**config.mk**
```make
export PLATFORM = sky130hd
export DESIGN_NAME = adc082s021_spi_reader
export DESIGN_NICKNAME = d
export VERILOG_FILES = /design/src/rtl/adc082s021_spi_reader.sv
export SDC_FILE = /design/constraint.sdc
export NUM_CORES = 1
export LEC_CHECK = 0
export CORE_ASPECT_RATIO = 0.7
export CORE_UTILIZATION = 35
export DETAILED_ROUTE_END_ITERATION = 10
export HOLD_SLACK_MARGIN = 0.15
export PLACE_DENSITY = 0.68
export SETUP_SLACK_MARGIN = 0.05
export SKIP_CTS_REPAIR_TIMING = 1
export SYNTH_ARGS = -nofsm -noshare
export SYNTH_HDL_FRONTEND = slang
export SYNTH_SLANG_ARGS = --single-unit
```
**constraint.sdc**
```tcl
create_clock -name clk -period 1.4 [get_ports clk]
set_input_delay 0.21 -clock clk [delete_from_list [all_inputs] [get_ports clk]]
set_output_delay 0.21 -clock clk [all_outputs]
set_load 0.02 [all_outputs]
```
**src/rtl/adc082s021_spi_reader.sv**
```systemverilog
// Free-running SPI master and command/data formatter for a TI ADC082S021.
// Repeats NBITS-bit frames forever: shifts the channel-select command out on mosi
// and shifts the conversion result in from miso. Between frames it shows the low
// 12 received bits on data and holds ready high.
//
// Ports:
//   clk      system clock, all logic on posedge
//   reset    synchronous, active-high reset
//   channel  ADC input address, placed in command bits [13:11], latched at frame start
//   miso     ADC DOUT
//   sclk     SPI clock, idle low
//   ss       active-high frame-active indicator
//   cs_n     ADC chip select, active low (~ss)
//   mosi     ADC DIN, changes only on the edge that raises sclk
//   data     last completed frame's received bits [11:0]
//   ready    high between frames while data holds a fresh result
module adc082s021_spi_reader #(
  parameter int unsigned BYTES   = 2,
  parameter int unsigned CLK_DIV = 2,
  parameter int unsigned GAP     = 4
) (
  input  logic        clk,
  input  logic        reset,
  input  logic [2:0]  channel,
  input  logic        miso,
  output logic        sclk,
  output logic        ss,
  output logic        cs_n,
  output logic        mosi,
  output logic [11:0] data,
  output logic        ready
);

  localparam int unsigned NBITS = 8 * BYTES;
  localparam int unsigned DivW  = (CLK_DIV > 1) ? $clog2(CLK_DIV) : 1;
  localparam int unsigned GapW  = (GAP > 1) ? $clog2(GAP) : 1;
  localparam int unsigned BitW  = $clog2(NBITS + 1);

  localparam logic [DivW-1:0] DivLast = DivW'(CLK_DIV - 1);
  localparam logic [GapW-1:0] GapLast = GapW'(GAP - 1);
  localparam logic [BitW-1:0] BitsAll = BitW'(NBITS);

  typedef enum logic [0:0] {StGap, StXfer} state_e;

  state_e           state_q, state_d;
  logic [DivW-1:0]  div_cnt_q, div_cnt_d;
  logic [GapW-1:0]  gap_cnt_q, gap_cnt_d;
  logic [BitW-1:0]  bit_cnt_q, bit_cnt_d;
  logic [NBITS-1:0] cmd_q, cmd_d;
  logic [NBITS-1:0] rx_q, rx_d;
  logic             sclk_q, sclk_d;
  logic             ss_q, ss_d;
  logic             mosi_q, mosi_d;
  logic [11:0]      data_q, data_d;
  logic             ready_q, ready_d;

  logic [15:0]      cmd_word;

  // Command word: bits 13:11 carry the channel, everything else is zero.
  assign cmd_word = {2'b00, channel, 11'b0};

  always_comb begin
    state_d   = state_q;
    div_cnt_d = div_cnt_q;
    gap_cnt_d = gap_cnt_q;
    bit_cnt_d = bit_cnt_q;
    cmd_d     = cmd_q;
    rx_d      = rx_q;
    sclk_d    = sclk_q;
    ss_d      = ss_q;
    mosi_d    = mosi_q;
    data_d    = data_q;
    ready_d   = ready_q;

    unique case (state_q)
      StGap: begin
        if (gap_cnt_q == '0) begin
          state_d   = StXfer;
          ss_d      = 1'b1;
          ready_d   = 1'b0;
          sclk_d    = 1'b0;
          cmd_d     = NBITS'(cmd_word);
          bit_cnt_d = '0;
          // Preloading the divider makes the first sclk rise one clk after ss rises.
          div_cnt_d = DivLast;
        end else begin
          gap_cnt_d = gap_cnt_q - 1'b1;
        end
      end
      StXfer: begin
        if (div_cnt_q != DivLast) begin
          div_cnt_d = div_cnt_q + 1'b1;
        end else begin
          div_cnt_d = '0;
          if (sclk_q) begin
            // Falling edge: sample the bit the slave presented after the rise.
            sclk_d = 1'b0;
            rx_d   = {rx_q[NBITS-2:0], miso};
          end else if (bit_cnt_q == BitsAll) begin
            // Last low half-period done: close the frame and publish the result.
            state_d   = StGap;
            ss_d      = 1'b0;
            mosi_d    = 1'b0;
            data_d    = rx_q[11:0];
            ready_d   = 1'b1;
            gap_cnt_d = GapLast;
          end else begin
            sclk_d    = 1'b1;
            mosi_d    = cmd_q[NBITS-1];
            cmd_d     = {cmd_q[NBITS-2:0], 1'b0};
            bit_cnt_d = bit_cnt_q + 1'b1;
          end
        end
      end
      default: state_d = StGap;
    endcase
  end

  always_ff @(posedge clk) begin
    if (reset) begin
      state_q   <= StGap;
      div_cnt_q <= '0;
      gap_cnt_q <= '0;
      bit_cnt_q <= '0;
      cmd_q     <= '0;
      rx_q      <= '0;
      sclk_q    <= 1'b0;
      ss_q      <= 1'b0;
      mosi_q    <= 1'b0;
      data_q    <= '0;
      ready_q   <= 1'b0;
    end else begin
      state_q   <= state_d;
      div_cnt_q <= div_cnt_d;
      gap_cnt_q <= gap_cnt_d;
      bit_cnt_q <= bit_cnt_d;
      cmd_q     <= cmd_d;
      rx_q      <= rx_d;
      sclk_q    <= sclk_d;
      ss_q      <= ss_d;
      mosi_q    <= mosi_d;
      data_q    <= data_d;
      ready_q   <= ready_d;
    end
  end

  assign sclk  = sclk_q;
  assign ss    = ss_q;
  assign cs_n  = ~ss_q;
  assign mosi  = mosi_q;
  assign data  = data_q;
  assign ready = ready_q;

endmodule

```
Word level (Yosys, flattened, before mapping)
Index checks and enable logic that the tools add are counted.
- register bits after elaboration: 53
- output and inout bits: 17
- bitwise logic cells: 3
- add/sub/neg operators: 3
- equality and inequality tests: 7
- reductions and logical operators: 8
- mux-type cells: 36
- operators by type and width (kind ; number):
    $mux 16 ; 4
    $pmux 16 s2 ; 1
    $mux 5 ; 4
    $mux 1 ; 16
    $reduce_and 4->1 ; 4
    $pmux 1 s2 ; 5
    $pmux 5 s2 ; 1
    $mux 2 ; 4
    $ne 2x2->1 const B ; 4
    $reduce_and 3->1 ; 2
    $add 5x1->5 const B ; 1
    $eq 5x5->1 const B ; 1
    $ne 2x1->1 const B ; 2
    $pmux 2 s2 ; 1
    $not 1->1 ; 3
    $logic_not 2->1 ; 1
    $reduce_and 2->1 ; 1
    $sub 2x1->2 const B ; 1
    $add 1x1->1 const B ; 1

Depth between registers and ports, before layout
Gate-level depths: netlist (run 1).
- depth after elaboration: 5
- gate-level depth with buffers: 7
- depth with buffers taken out: 5

Least setup slack after synthesis (run 1)
OpenSTA, ideal clock, no wires.
- path type: register -> register
- start point: reg bit_cnt_q[0]
- end point: reg bit_cnt_q[0]
- stages on the path, launching flop included: 7
- setup slack: -93 ps
- setup time: 87 ps
- period minus slack after synthesis: 1493 ps
- data arrival time: 1406 ps
- cell sequence: dfxtp_1 inv_1 ha_1 nor4bb_1 buf_4 or4_1 o31ai_1
- cells in the longest elaborated chain, start to end: 5
- elaborated cells between the ends (all ways): 8
- those cells by class: 1 x add/sub; 2 x eq/ne; 4 x mux; 1 x reduce/logical
- RTL lines (element ; line ; RTL):
    from (decl) ; 48 ; logic [BitW-1:0] bit_cnt_q, bit_cnt_d;
    from (signal assigned) ; 136 ; bit_cnt_q <= bit_cnt_d;
    $add 5x1->5 ; 111 ; bit_cnt_d = bit_cnt_q + 1'b1;
    $mux 5 ; 99 ; end else if (bit_cnt_q == BitsAll) begin
    $mux 5 ; 95 ; if (sclk_q) begin
    $mux 5 ; 91 ; if (div_cnt_q != DivLast) begin
    $pmux 5 s2 ; 75 ; unique case (state_q)
Parallel ways exist; a longest one is shown, timed or not. The select of a mux whose other input is x is not followed.
A chain may end at the register's enable or synchronous reset.

Final worst setup path (run 1)
- start point: reg bit_cnt_q[0]
- end point: reg data_q[6] (netlist: data[6])
- cells in the longest elaborated chain, start to end: 2
- RTL lines (element ; line ; RTL):
    $eq 5x5->1 ; 99 ;
    $reduce_and 4->1 (no source line) ; - ;
    to (signal assigned) ; 142 ; data_q <= data_d;
    to (decl) ; 54 ; logic [11:0] data_q, data_d;
Every way passes these cells.

==> insert_results.sql, run 1 <==
INSERT INTO impl_metrics (metric_group, metric, value, unit) VALUES
('floorplanning', 'design.die.area', '0.005476', 'sq mm'),
('final_layout', 'multi_input_comb_area', '972.2', 'sq um'),
('route', 'detail_route.wirelength', '4.353', 'mm'),
('timing', 'max_freq', '682.6', 'MHz'),
('logic_synthesis', 'synth.area.top_cells', 'dfxtp_1 46%, a21oi_1 8.8%, nand2_1 5.8%', ''),
('worst_setup_path', 'endpoint_kind', 'register', ''),
('clock_tree', 'clock-root-buffer', 'clkbuf_8', ''),
('worst_setup_path', 'worstSetupStartpoint', 'bit_cnt_q[0]$_SDFFE_PP0P_', ''),
('final_layout', 'drive_above_1_share', '0.2760', ''),
('final_layout', 'fillerInstances', '456', ''),
('floorplanning', 'chipWidth', '88.02', 'um'),
('final_layout', 'post_layout_util', '0.5195', ''),
('logic_synthesis', 'synth_enable_flop_cells', '0', ''),
('logic_synthesis', 'post_synth_inst_count', '210', ''),
('timing', 'worst-slew-pin-transition', '0.3533', 'ns'),
('placed_design', 'placed_cells', '307', ''),
('grt', 'wire_length_of_the_first_global_routing_pass', '7.058', 'mm'),
('route', 'drt_first_pass_iters', '4', ''),
('worst_setup_path', 'critPathLaunchType', 'register', ''),
('grt', 'global_route.overflow_total', '0', ''),
('status', 'violated_checks', 'negative setup slack', ''),
('timing', 'rsz_0062_raised_after_global_routing', 'yes', ''),
('placed_design', 'post_dp_cell_area', '0.002235', 'sq mm'),
('route', 'routed_wire_length_per_instance', '13.65', 'um'),
('logic_synthesis', 'synth.mux.area_fraction', '0.01104', ''),
('logic_synthesis', 'ys_seq_area_frac', '0.4638', ''),
('clock_tree', 'clk_latency', '0.29', 'ns'),
('timing', 'timing_hold_violations_final', '0', ''),
('final_layout', 'register_area', '844.6', 'sq um'),
('timing', 'final_period_util', '1.046', ''),
('final_layout', 'synthToLayoutAreaGrowth', '40.03', '%'),
('final_layout', 'finalNetCount', '258', ''),
('floorplanning', 'io_pins', '23', ''),
('grt', 'grt_max_degree', '21', ''),
('min_path', 'timing.hold.worst.start', 'mosi$_SDFFE_PP0P_', ''),
('clock_tree', 'clock_tree.htree_level_count', '2', ''),
('final_layout', 'diodes', '0', ''),
('route', 'detail_route.iter0.violations', '129', ''),
('floorplanning', 'die_height', '62.22', 'um'),
('final_layout', 'layoutNonFillerInstCount', '319', ''),
('status', 'status', 'complete, but fails checks', ''),
('final_layout', 'top_library_cells_by_usage_in_the_layout_fill_and_taps_aside', '39 x dfxtp_1, 27 x nand2_1, 24 x a21oi_1, 24 x buf_4, 17 x dlymetal6s2s_1', ''),
('logic_synthesis', 'xor_xnor_share_of_the_synthesized_area', '0', ''),
('grt', 'vias_in_the_first_global_route', '1516', ''),
('timing', 'setup_viol_count_final', '7', ''),
('run', 'cap_viol_max_count', '0', ''),
('placed_design', 'gp_congestion', '0.7461', ''),
('clock_tree', 'cts-buffers-inserted', '5', ''),
('logic_synthesis', 'synth_cell_type_count', '40', ''),
('clock_tree', 'clkSinkCount', '42', ''),
('logic_synthesis', 'syn-mean-instance-area', '8.633', 'sq um'),
('timing', 'clock_skew', '0.004888', 'ns'),
('grt', 'grt_antenna_before_repair', '0', ''),
('timing', 'layout_setup_ws', '-0.06493', 'ns'),
('grt', 'grt_util_all_layers', '0.1619', ''),
('logic_synthesis', 'synth_nets', '219', ''),
('worst_setup_path', 'worstPathMaxFanout', '5', ''),
('timing', 'holdWs', '0.4470', 'ns'),
('final_layout', 'mostFrequentLayoutCell', 'dfxtp_1', ''),
('clock_tree', 'tritoncts_clock_tree', 'built', ''),
('worst_setup_path', 'timing.critical_path.arrival', '1.69', 'ns'),
('worst_setup_path', 'crit_type', 'reg -> reg', ''),
('placed_design', 'port_buffers', '22', ''),
('worst_setup_path', 'crit-reg2reg-launch', 'bit_cnt_q[0]$_SDFFE_PP0P_', ''),
('floorplanning', 'initial_core_util', '0.3710', ''),
('pwr', 'totalPowerFinal', '2.763', 'mW'),
('final_layout', 'layout.cell_area.non_filler', '0.002539', 'sq mm'),
('route', 'routed-via-count', '1672', ''),
('logic_synthesis', 'synthDominantAreaCellType', 'dfxtp_1', ''),
('placed_design', 'detailed_place_hpwl', '2.874', 'mm'),
('timing', 'timing.final.max_slew_violations', '0', '');
cell families (layout without fill, tap and decap cells):
family,after synthesis,count (layout)
adder cells (fa/ha/maj),3,3
AND/OR/NAND/NOR,70,70
flip-flops,42,42
buffers and inverters,27,67
multiplexers,2,2
AO/OA/AOI/OAI,66,66
routing by layer:
| metal | share of wire | routed length (um) | track usage | vias to the layer above |
|---|---|---|---|---|
| li1 | - | - | - | 827 |
| met1 | 0.50 | 2173 | 0.2374 | 790 |
| met2 | 0.43 | 1887 | 0.2355 | 53 |
| met3 | 0.060 | 262 | 0.03989 | 2 |
| met4 | 0.0067 | 29 | 0.04234 | 0 |
| met5 | 0 | 0 | 0 | - |
sequential cells by signal (all words and copies together) (netlist names):
register and count:
bit_cnt_q 5, cmd_q 5, data 12, div_cnt_q 1, gap_cnt_q 2, mosi 1, ready 1, rx_q 12
sclk 1, ss 1, state_q 1
power by group:
part / switching [mW] / total [mW] / internal, mW
logic: 0.367 / 0.650 / 0.283
clock network: 0.411 / 0.808 / 0.396
registers: 0.0464 / 1.31 / 1.26
total: 0.824 / 2.76 / 1.94
path summary, 6_finish.rpt:
kind | end | slack, ns | cells after the start
hold reg to reg | mosi$_SDFFE_PP0P_ | 0.45 | 2
hold / removal | mosi$_SDFFE_PP0P_ | 0.45 | 2
setup / recovery | data[6]$_SDFFE_PP0P_ | -0.06 | 7
setup reg to reg | data[6]$_SDFFE_PP0P_ | -0.06 | 7
synthesized netlist by cell type, drive strengths merged (2+ instances only):
library cell,instances
nand2,28
nor2,3
dfxtp,42
a21oi,32
nand4,2
buf,11
o211ai,5
nor3,2
clkbuf,8
mux2i,2
inv,8
nand3,18
o21ai,13
ha,3
a211oi,6
nand2b,3
nand3b,4
nor2b,2
critical path: stages (launching register included):
cell	delay, ns
dfxtp_2	0.33
inv_2	0.07
ha_4	0.13
nor4bb_4	0.31
buf_4	0.23
buf_6	0.11
nand3_1	0.09
a21oi_2	0.13
area by class of cell:
class	instances	area share
tap	69	0.03401
multi-input combinational	141	0.3829
clock inverter	2	0.004929
sequential	42	0.3327
inverter	8	0.01183
timing repair buffer	51	0.2011
clock buffer	6	0.03253
per-stage QoR:
stage / worst slack [ns] / setup TNS [ns]
after floorplan: -0.02799 / -0.02799
after CTS: -0.1115 / -1.529
after detailed placement: -0.05093 / -0.3216
final: -0.06493 / -0.2602
after global routing: -0.1478 / -1.176
after global placement: -0.01727 / -0.05760
No activity file was read; power rests on OpenSTA's default activity.
==> run 2: changes to the inputs <==
Settings changed: ABC_AREA set to 1, CTS_CLUSTER_SIZE set to 28.
==> run 2 against run 1 <==
Effect of this change:
- the run now ends clean
- clock power barely moved
- first-iteration DRC count increased by 18%
- die area is 4.6% lower
- core utilization fell by 1.4 points
- critical path depth is 1 higher
- power down 20%
- largest power group unchanged
- sequential power is 6% lower
- critical endpoint is now data[10]$_SDFFE_PP0P_
- register-to-register slack better by 0.18 ns
- fmax rose by 14%
- global-route usage down 0.94 points
==> insert_results.sql, run 2 <==
INSERT INTO impl_metrics (metric_group, metric, value, unit) VALUES
('status', 'status', 'finished, final reports clean', ''),
('worst_setup_path', 'critPathLaunchType', 'register', ''),
('logic_synthesis', 'synth.area.top_cells', 'dfxtp_1 49%, nand2_1 11%, nor2_1 9.3%', ''),
('route', 'detail_route.iter0.violations', '152', ''),
('logic_synthesis', 'synth_enable_flop_cells', '0', ''),
('final_layout', 'diodes', '0', ''),
('pwr', 'vdd.ir_drop.worst', '0.5826', 'mV'),
('logic_synthesis', 'ys_seq_area_frac', '0.4866', ''),
('pwr', 'cellPowerDensity', '968.6', 'mW/mm^2'),
('worst_setup_path', 'worst_path_dominant_cell_family', 'simple AND/OR/NAND/NOR gates', ''),
('placed_design', 'port_buffers', '22', ''),
('min_path', 'whs_path_depth', '2', ''),
('worst_setup_path', 'r2r_end', 'data[10]$_SDFFE_PP0P_', ''),
('final_layout', 'mostFrequentLayoutCell', 'nand2_1', ''),
('logic_synthesis', 'syn-mean-instance-area', '7.322', 'sq um'),
('worst_setup_path', 'cp_data_required_time', '1.59', 'ns'),
('timing', 'final_period_util', '0.9172', ''),
('logic_synthesis', 'post_synth_inst_count', '236', ''),
('worst_setup_path', 'critical_path.cell_chain', 'inv_2 > ha_4 > nand2_2 > nor2_4 > nand2_4 > buf_6 > o21ai_0 > nor2_1', ''),
('timing', 'setup_viol_count_final', '0', ''),
('timing', 'worst-slew-pin-transition', '0.3801', 'ns'),
('placed_design', 'gp_congestion', '0.7466', ''),
('min_path', 'timing.hold.worst.start', 'cmd_q[11]$_SDFFE_PP0P_', ''),
('floorplanning', 'die_height', '60.79', 'um'),
('clock_tree', 'cts-buffers-inserted', '5', ''),
('logic_synthesis', 'synth_top_cells_by_count', '49 x nand2_1, 43 x nor2_1, 42 x dfxtp_1', ''),
('timing', 'rsz_0062_raised_after_global_routing', 'no', ''),
('final_layout', 'layoutNonFillerInstCount', '337', ''),
('clock_tree', 'clock-root-buffer', 'clkbuf_8', ''),
('logic_synthesis', 'synth_nets', '245', ''),
('grt', 'wire_length_of_the_first_global_routing_pass', '6.099', 'mm'),
('worst_setup_path', 'timing.critical_path.arrival', '1.48', 'ns'),
('timing', 'max_slew_margin', '0.7461', ''),
('floorplanning', 'io_pins', '23', ''),
('worst_setup_path', 'crit_type', 'reg -> reg', ''),
('min_path', 'hold_path_class', 'reg -> reg', ''),
('logic_synthesis', 'synth-warning-count', '0', ''),
('timing', 'clock_skew', '0.007074', 'ns'),
('worst_setup_path', 'ff2ff_path_depth', '8', ''),
('worst_setup_path', 'path_buf_inv', '2', ''),
('final_layout', 'top_library_cells_by_usage_in_the_layout_fill_and_taps_aside', '45 x nand2_1, 43 x nor2_1, 38 x dfxtp_1', ''),
('clock_tree', 'cts_max_path_buffers', '2', ''),
('worst_setup_path', 'endpoint_kind', 'register', ''),
('timing', 'max_freq', '778.8', 'MHz'),
('final_layout', 'synthToLayoutAreaGrowth', '32.59', '%'),
('pwr', 'p_leak', '1.198', 'nW'),
('route', 'drt_first_pass_iters', '4', ''),
('route', 'detail_route.wirelength', '3.730', 'mm'),
('pwr', 'totalPowerFinal', '2.219', 'mW'),
('placed_design', 'placed_cells', '327', ''),
('logic_synthesis', 'netlist_area', '0.001728', 'sq mm'),
('clock_tree', 'clock_tree.htree_level_count', '2', ''),
('timing', 'timing_hold_violations_final', '0', ''),
('placed_design', 'detailed_place_hpwl', '2.485', 'mm'),
('worst_setup_path', 'crit-reg2reg-launch', 'bit_cnt_q[1]$_SDFFE_PP0P_', ''),
('run', 'cap_viol_max_count', '0', ''),
('floorplanning', 'floorplan.core_area', '0.004529', 'sq mm'),
('clock_tree', 'tritoncts_clock_tree', 'built', ''),
('clock_tree', 'clk_pin_slew', '0.09', 'ns'),
('final_layout', 'post_layout_util', '0.5058', ''),
('worst_setup_path', 'worstPathMaxFanout', '8', ''),
('grt', 'grt_util_all_layers', '0.1526', ''),
('clock_tree', 'clkSinkCount', '42', ''),
('floorplanning', 'rows', '20', ''),
('route', 'routed-via-count', '1525', ''),
('min_path', 'hold_path_end', 'cmd_q[11]$_SDFFE_PP0P_', ''),
('timing', 'holdWs', '0.4657', 'ns'),
('floorplanning', 'design.die.area', '0.005226', 'sq mm'),
('logic_synthesis', 'synthMostInstantiatedCell', 'nand2_1', ''),
('grt', 'global_route.overflow_total', '0', ''),
('worst_setup_path', 'cp_slowest_stage_delay', '0.33', 'ns'),
('route', 'drcViolationCount', '0', ''),
('logic_synthesis', 'most_used_dff_post_synth', 'dfxtp_1', ''),
('logic_synthesis', 'synth_cell_type_count', '22', ''),
('logic_synthesis', 'yosys.area.top_type_share', '0.4866', ''),
('floorplanning', 'chipWidth', '85.98', 'um'),
('grt', 'grt_antenna_before_repair', '0', ''),
('floorplanning', 'initial_core_util', '0.3815', ''),
('final_layout', 'drive_above_1_share', '0.1697', ''),
('logic_synthesis', 'ys_seq_elements', '42', ''),
('logic_synthesis', 'ys_async_sr_fraction', '0', ''),
('grt', 'vias_in_the_first_global_route', '1284', ''),
('logic_synthesis', 'synthDominantAreaCellType', 'dfxtp_1', ''),
('timing', 'timing.final.max_slew_violations', '0', ''),
('worst_setup_path', 'slowest_library_cell_on_the_worst_path', 'dfxtp_2', ''),
('timing', 'layout_min_cycle_time', '1.284', 'ns'),
('worst_setup_path', 'r2r_setup_slack', '0.12', 'ns'),
('route', 'vias_per_cell', '4.525', ''),
('route', 'ant_nets', '0', ''),
('final_layout', 'fillerInstances', '449', ''),
('final_layout', 'finalNetCount', '279', ''),
('grt', 'grt_max_degree', '23', ''),
('route', 'routed_wire_length_per_instance', '11.07', 'um'),
('clock_tree', 'clk_latency', '0.29', 'ns');
-- run 2: cell families (layout without fill, tap and decap cells) --
kind of cell,count (synthesis),after routing,synth area share
AND/OR/NAND/NOR,125,125,0.3077
flip-flops,42,42,0.4866
AO/OA/AOI/OAI,34,34,0.09993
buffers and inverters,32,67,0.08400
adder cells (fa/ha/maj),3,3,0.02173
-- run 2: worst max-delay path by stage --
stage	startpoint	to	cells after the start	slack, ns
5_1_grt	bit_cnt_q[1]$_SDFFE_PP0P_	data[10]$_SDFFE_PP0P_	8	0.02
6_report	bit_cnt_q[1]$_SDFFE_PP0P_	data[10]$_SDFFE_PP0P_	8	0.12
4_1_cts	sclk$_SDFFE_PP0P_	sclk	1	-0.11
2_1_floorplan	bit_cnt_q[0]$_SDFFE_PP0P_	data[11]$_SDFFE_PP0P_	8	0.13
3_3_place_gp	reset	mosi$_SDFFE_PP0P_	4	-0.04
3_5_place_dp	reset	mosi$_SDFFE_PP0P_	4	-0.11
-- run 2: layout make-up --
type | instances | area, sq um | share of cell area
flip-flops and latches | 42 | 845.8 | 0.3692
repair buffers | 36 | 382.9 | 0.1671
clock inverters | 3 | 23.77 | 0.01038
multi-input cells | 162 | 787.0 | 0.3435
clock buffers | 5 | 68.82 | 0.03004
inverters | 22 | 93.84 | 0.04096
repair inverters | 1 | 6.256 | 0.002731
well taps | 66 | 82.58 | 0.03605
-- run 2: layer usage --
| layer | vias up | GRT usage | routed length [um] |
|---|---|---|---|
| li1 | 823 | - | - |
| met1 | 659 | 0.2225 | 1941 |
| met2 | 41 | 0.2166 | 1531 |
| met3 | 2 | 0.04626 | 237 |
| met4 | 0 | 0.04286 | 19 |
| met5 | - | 0 | 0 |
-- run 2: metrics by stage --
stage,worst slack [ns],TNS (ns),cell area [sq um]
after floorplan,0.1296,0,1728
after global placement,-0.04230,-0.3354,2066
after detailed placement,-0.1076,-1.185,2066
after CTS,-0.1063,-1.067,2158
after global routing,0.02031,0,2291
final,0.1160,0,2291
-- run 2: worst min-delay path: cells and delay by family, from the launching register on --
kind | cells | cell delay, ns
compound gates | 1 | 0.05
flops | 1 | 0.32
simple gates | 1 | 0.06
-- run 2: power breakdown --
group          total, mW  internal, mW  switching (mW)
registers           1.23          1.21          0.0118
logic              0.183        0.0752           0.108
clock network      0.811         0.357           0.454
==> run 3: changes to the inputs <==
Settings changed: CORE_MARGIN set to 4.
==> run 3 against run 2 <==
Effect of this change:
- critical path depth did not move
- power rose by 0.70%
- sequential share of layout area fell by 1.3 points
- register-to-register slack got worse by 0.03 ns
- hold slack got worse by 0.0018 ns
- via count rose by 6.0%
- global-route usage fell by 2.0 points
- clock-buffer cell count rose by 1
- sequential cell count did not move
- sequential power barely moved
- critical endpoint is now data[4]$_SDFFE_PP0P_
==> insert_results.sql, run 3 (synthesis results as in run 2) <==
INSERT INTO impl_metrics (metric_group, metric, value, unit) VALUES
('timing', 'layout_setup_ws', '0.08997', 'ns'),
('timing', 'timing_hold_violations_final', '0', ''),
('final_layout', 'top_library_cells_by_usage_in_the_layout_fill_and_taps_aside', '45 x nand2_1, 42 x nor2_1, 40 x dfxtp_1', ''),
('timing', 'rsz_0062_raised_after_global_routing', 'yes', ''),
('grt', 'grt_antenna_before_repair', '0', ''),
('pwr', 'totalPowerFinal', '2.235', 'mW'),
('worst_setup_path', 'r2r_end', 'data[4]$_SDFFE_PP0P_', ''),
('route', 'drt_first_pass_iters', '5', ''),
('final_layout', 'diodes', '0', ''),
('grt', 'global_route.overflow_total', '0', ''),
('final_layout', 'fillerInstances', '466', ''),
('final_layout', 'register_area', '843.3', 'sq um'),
('route', 'dr_wl_met2', '1.748', 'mm'),
('final_layout', 'post_layout_util', '0.4945', ''),
('worst_setup_path', 'cp_data_required_time', '1.59', 'ns'),
('placed_design', 'placement.setup.worst_slack', '-0.02576', 'ns'),
('route', 'vias_per_cell', '4.673', ''),
('clock_tree', 'clk_pin_slew', '0.08', 'ns'),
('timing', 'max_freq', '763.3', 'MHz'),
('floorplanning', 'io_pins', '23', ''),
('timing', 'timing.final.max_slew_violations', '0', ''),
('final_layout', 'finalNetCount', '285', ''),
('placed_design', 'port_buffers', '22', ''),
('route', 'routed_wire_length_per_instance', '11.90', 'um'),
('grt', 'grt_max_degree', '19', ''),
('floorplanning', 'die_height', '66.79', 'um'),
('route', 'm1WireLength', '2.073', 'mm'),
('pwr', 'vdd.ir_drop.worst', '0.4787', 'mV'),
('timing', 'final_period_util', '0.9357', ''),
('placed_design', 'placed_cells', '332', ''),
('clock_tree', 'clkSinkCount', '42', ''),
('route', 'ant_nets', '0', ''),
('floorplanning', 'floorplan.core_area', '0.004782', 'sq mm'),
('route', 'wl_met3', '238', 'um'),
('grt', 'wire_length_of_the_first_global_routing_pass', '6.465', 'mm'),
('clock_tree', 'tritoncts_clock_tree', 'built', ''),
('worst_setup_path', 'worstPathMaxFanout', '4', ''),
('final_layout', 'layoutNonFillerInstCount', '346', ''),
('worst_setup_path', 'worstSetupStartpoint', 'bit_cnt_q[1]$_SDFFE_PP0P_', ''),
('worst_setup_path', 'timing.critical_path.arrival', '1.50', 'ns'),
('clock_tree', 'clock_tree.htree_level_count', '2', ''),
('worst_setup_path', 'r2r_setup_slack', '0.09', 'ns'),
('grt', 'grt_util_all_layers', '0.1323', ''),
('route', 'routed-via-count', '1617', ''),
('grt', 'vias_in_the_first_global_route', '1450', ''),
('final_layout', 'synthToLayoutAreaGrowth', '36.86', '%'),
('min_path', 'whs_path_depth', '2', ''),
('route', 'drcViolationCount', '0', ''),
('floorplanning', 'rows', '21', ''),
('placed_design', 'gp_congestion', '0.8248', ''),
('placed_design', 'detailed_place_hpwl', '2.712', 'mm'),
('worst_setup_path', 'crit-reg2reg-launch', 'bit_cnt_q[1]$_SDFFE_PP0P_', ''),
('floorplanning', 'design.die.area', '0.006143', 'sq mm'),
('run', 'cap_viol_max_count', '0', ''),
('clock_tree', 'cts_max_path_buffers', '2', ''),
('worst_setup_path', 'endpoint_kind', 'register', ''),
('timing', 'clock_skew', '0.003532', 'ns'),
('timing', 'worst-slew-pin-transition', '0.3827', 'ns'),
('pwr', 'cellPowerDensity', '944.9', 'mW/mm^2'),
('worst_setup_path', 'crit_type', 'reg -> reg', ''),
('timing', 'setup_viol_count_final', '0', ''),
('final_layout', 'mostFrequentLayoutCell', 'nand2_1', ''),
('floorplanning', 'chipWidth', '91.98', 'um'),
('clock_tree', 'clock-root-buffer', 'clkbuf_8', ''),
('floorplanning', 'initial_core_util', '0.3613', ''),
('clock_tree', 'clk_latency', '0.29', 'ns'),
('timing', 'max_slew_margin', '0.7443', ''),
('final_layout', 'multi_input_comb_area', '835.8', 'sq um'),
('route', 'detail_route.iter0.violations', '114', ''),
('clock_tree', 'cts-buffers-inserted', '5', ''),
('final_layout', 'drive_above_1_share', '0.2094', ''),
('timing', 'post_route_setup_tns', '0', 'ns'),
('route', 'highest_layer', 'met4', ''),
('worst_setup_path', 'critPathLaunchType', 'register', ''),
('min_path', 'hold_path_class', 'reg -> reg', ''),
('pwr', 'p_leak', '1.252', 'nW'),
('worst_setup_path', 'crit_end', 'data[4]$_SDFFE_PP0P_', ''),
('timing', 'layout_min_cycle_time', '1.310', 'ns'),
('route', 'detail_route.wirelength', '4.117', 'mm'),
('status', 'status', 'finished, final reports clean', ''),
('worst_setup_path', 'ff2ff_path_depth', '8', '');
==> run 3: cell count changes in the layout (fill, tap and decap cells not counted), moves of 2 or more <==
cell        delta
nand2_4        +2
o21ai_2        +4
o21ai_1        +2
buf_6          -2
buf_4          +6
dfxtp_1        +2
clkinvlp_4     -2
o21ai_0        -6
ha_2           +2
dfxtp_2        -2
==> run 3: stage by stage <==
step | area (sq um) | hold WS (ns)
6_report | 2365 | 0.4639
4_1_cts | 2180 | 0.4662
2_1_floorplan | 1728 | 0.3571
3_5_place_dp | 2085 | 0.4549
5_1_grt | 2365 | 0.4792
3_3_place_gp | 2085 | 0.4486
==> run 3: critical path, cell delays in order (launching register included) <==
cell,delay (ns)
dfxtp_1,0.32
inv_2,0.06
ha_2,0.19
nand2_4,0.07
nor2_4,0.16
buf_4,0.14
nand2_2,0.08
o21ai_1,0.14
nor2_1,0.05
==> run 3: layout make-up <==
class                      count  area share
tap                           69     0.03651
sequential                    42      0.3566
timing repair inverter         1    0.003704
clock inverter                 2    0.005291
timing repair buffer          40      0.1714
clock buffer                   6     0.03492
inverter                      22     0.03810
multi-input combinational    164      0.3534
==> run 3: power by group <==
group	internal, mW	switching, mW
clock	0.396	0.412
sequential	1.21	0.0129
combinational	0.0854	0.115
==> run 3: per-layer routing <==
layer  up-vias  global-route usage
met1       728              0.1801
met5         -                   0
met2        49              0.1991
met3         7             0.04063
met4         0             0.04444
li1        833                   -
==> run 3: worst min-delay path by stage <==
stage                           start                      to  slack [ns]
2_1_floorplan              channel[0]  cmd_q[11]$_SDFFE_PP0P_        0.36
3_3_place_gp    rx_q[11]$_SDFFE_PP0P_   rx_q[11]$_SDFFE_PP0P_        0.45
3_5_place_dp   cmd_q[14]$_SDFFE_PP0P_  cmd_q[15]$_SDFFE_PP0P_        0.45
4_1_cts        cmd_q[14]$_SDFFE_PP0P_  cmd_q[14]$_SDFFE_PP0P_        0.47
5_1_grt                    channel[0]  cmd_q[11]$_SDFFE_PP0P_        0.48
6_report       cmd_q[14]$_SDFFE_PP0P_  cmd_q[14]$_SDFFE_PP0P_        0.46
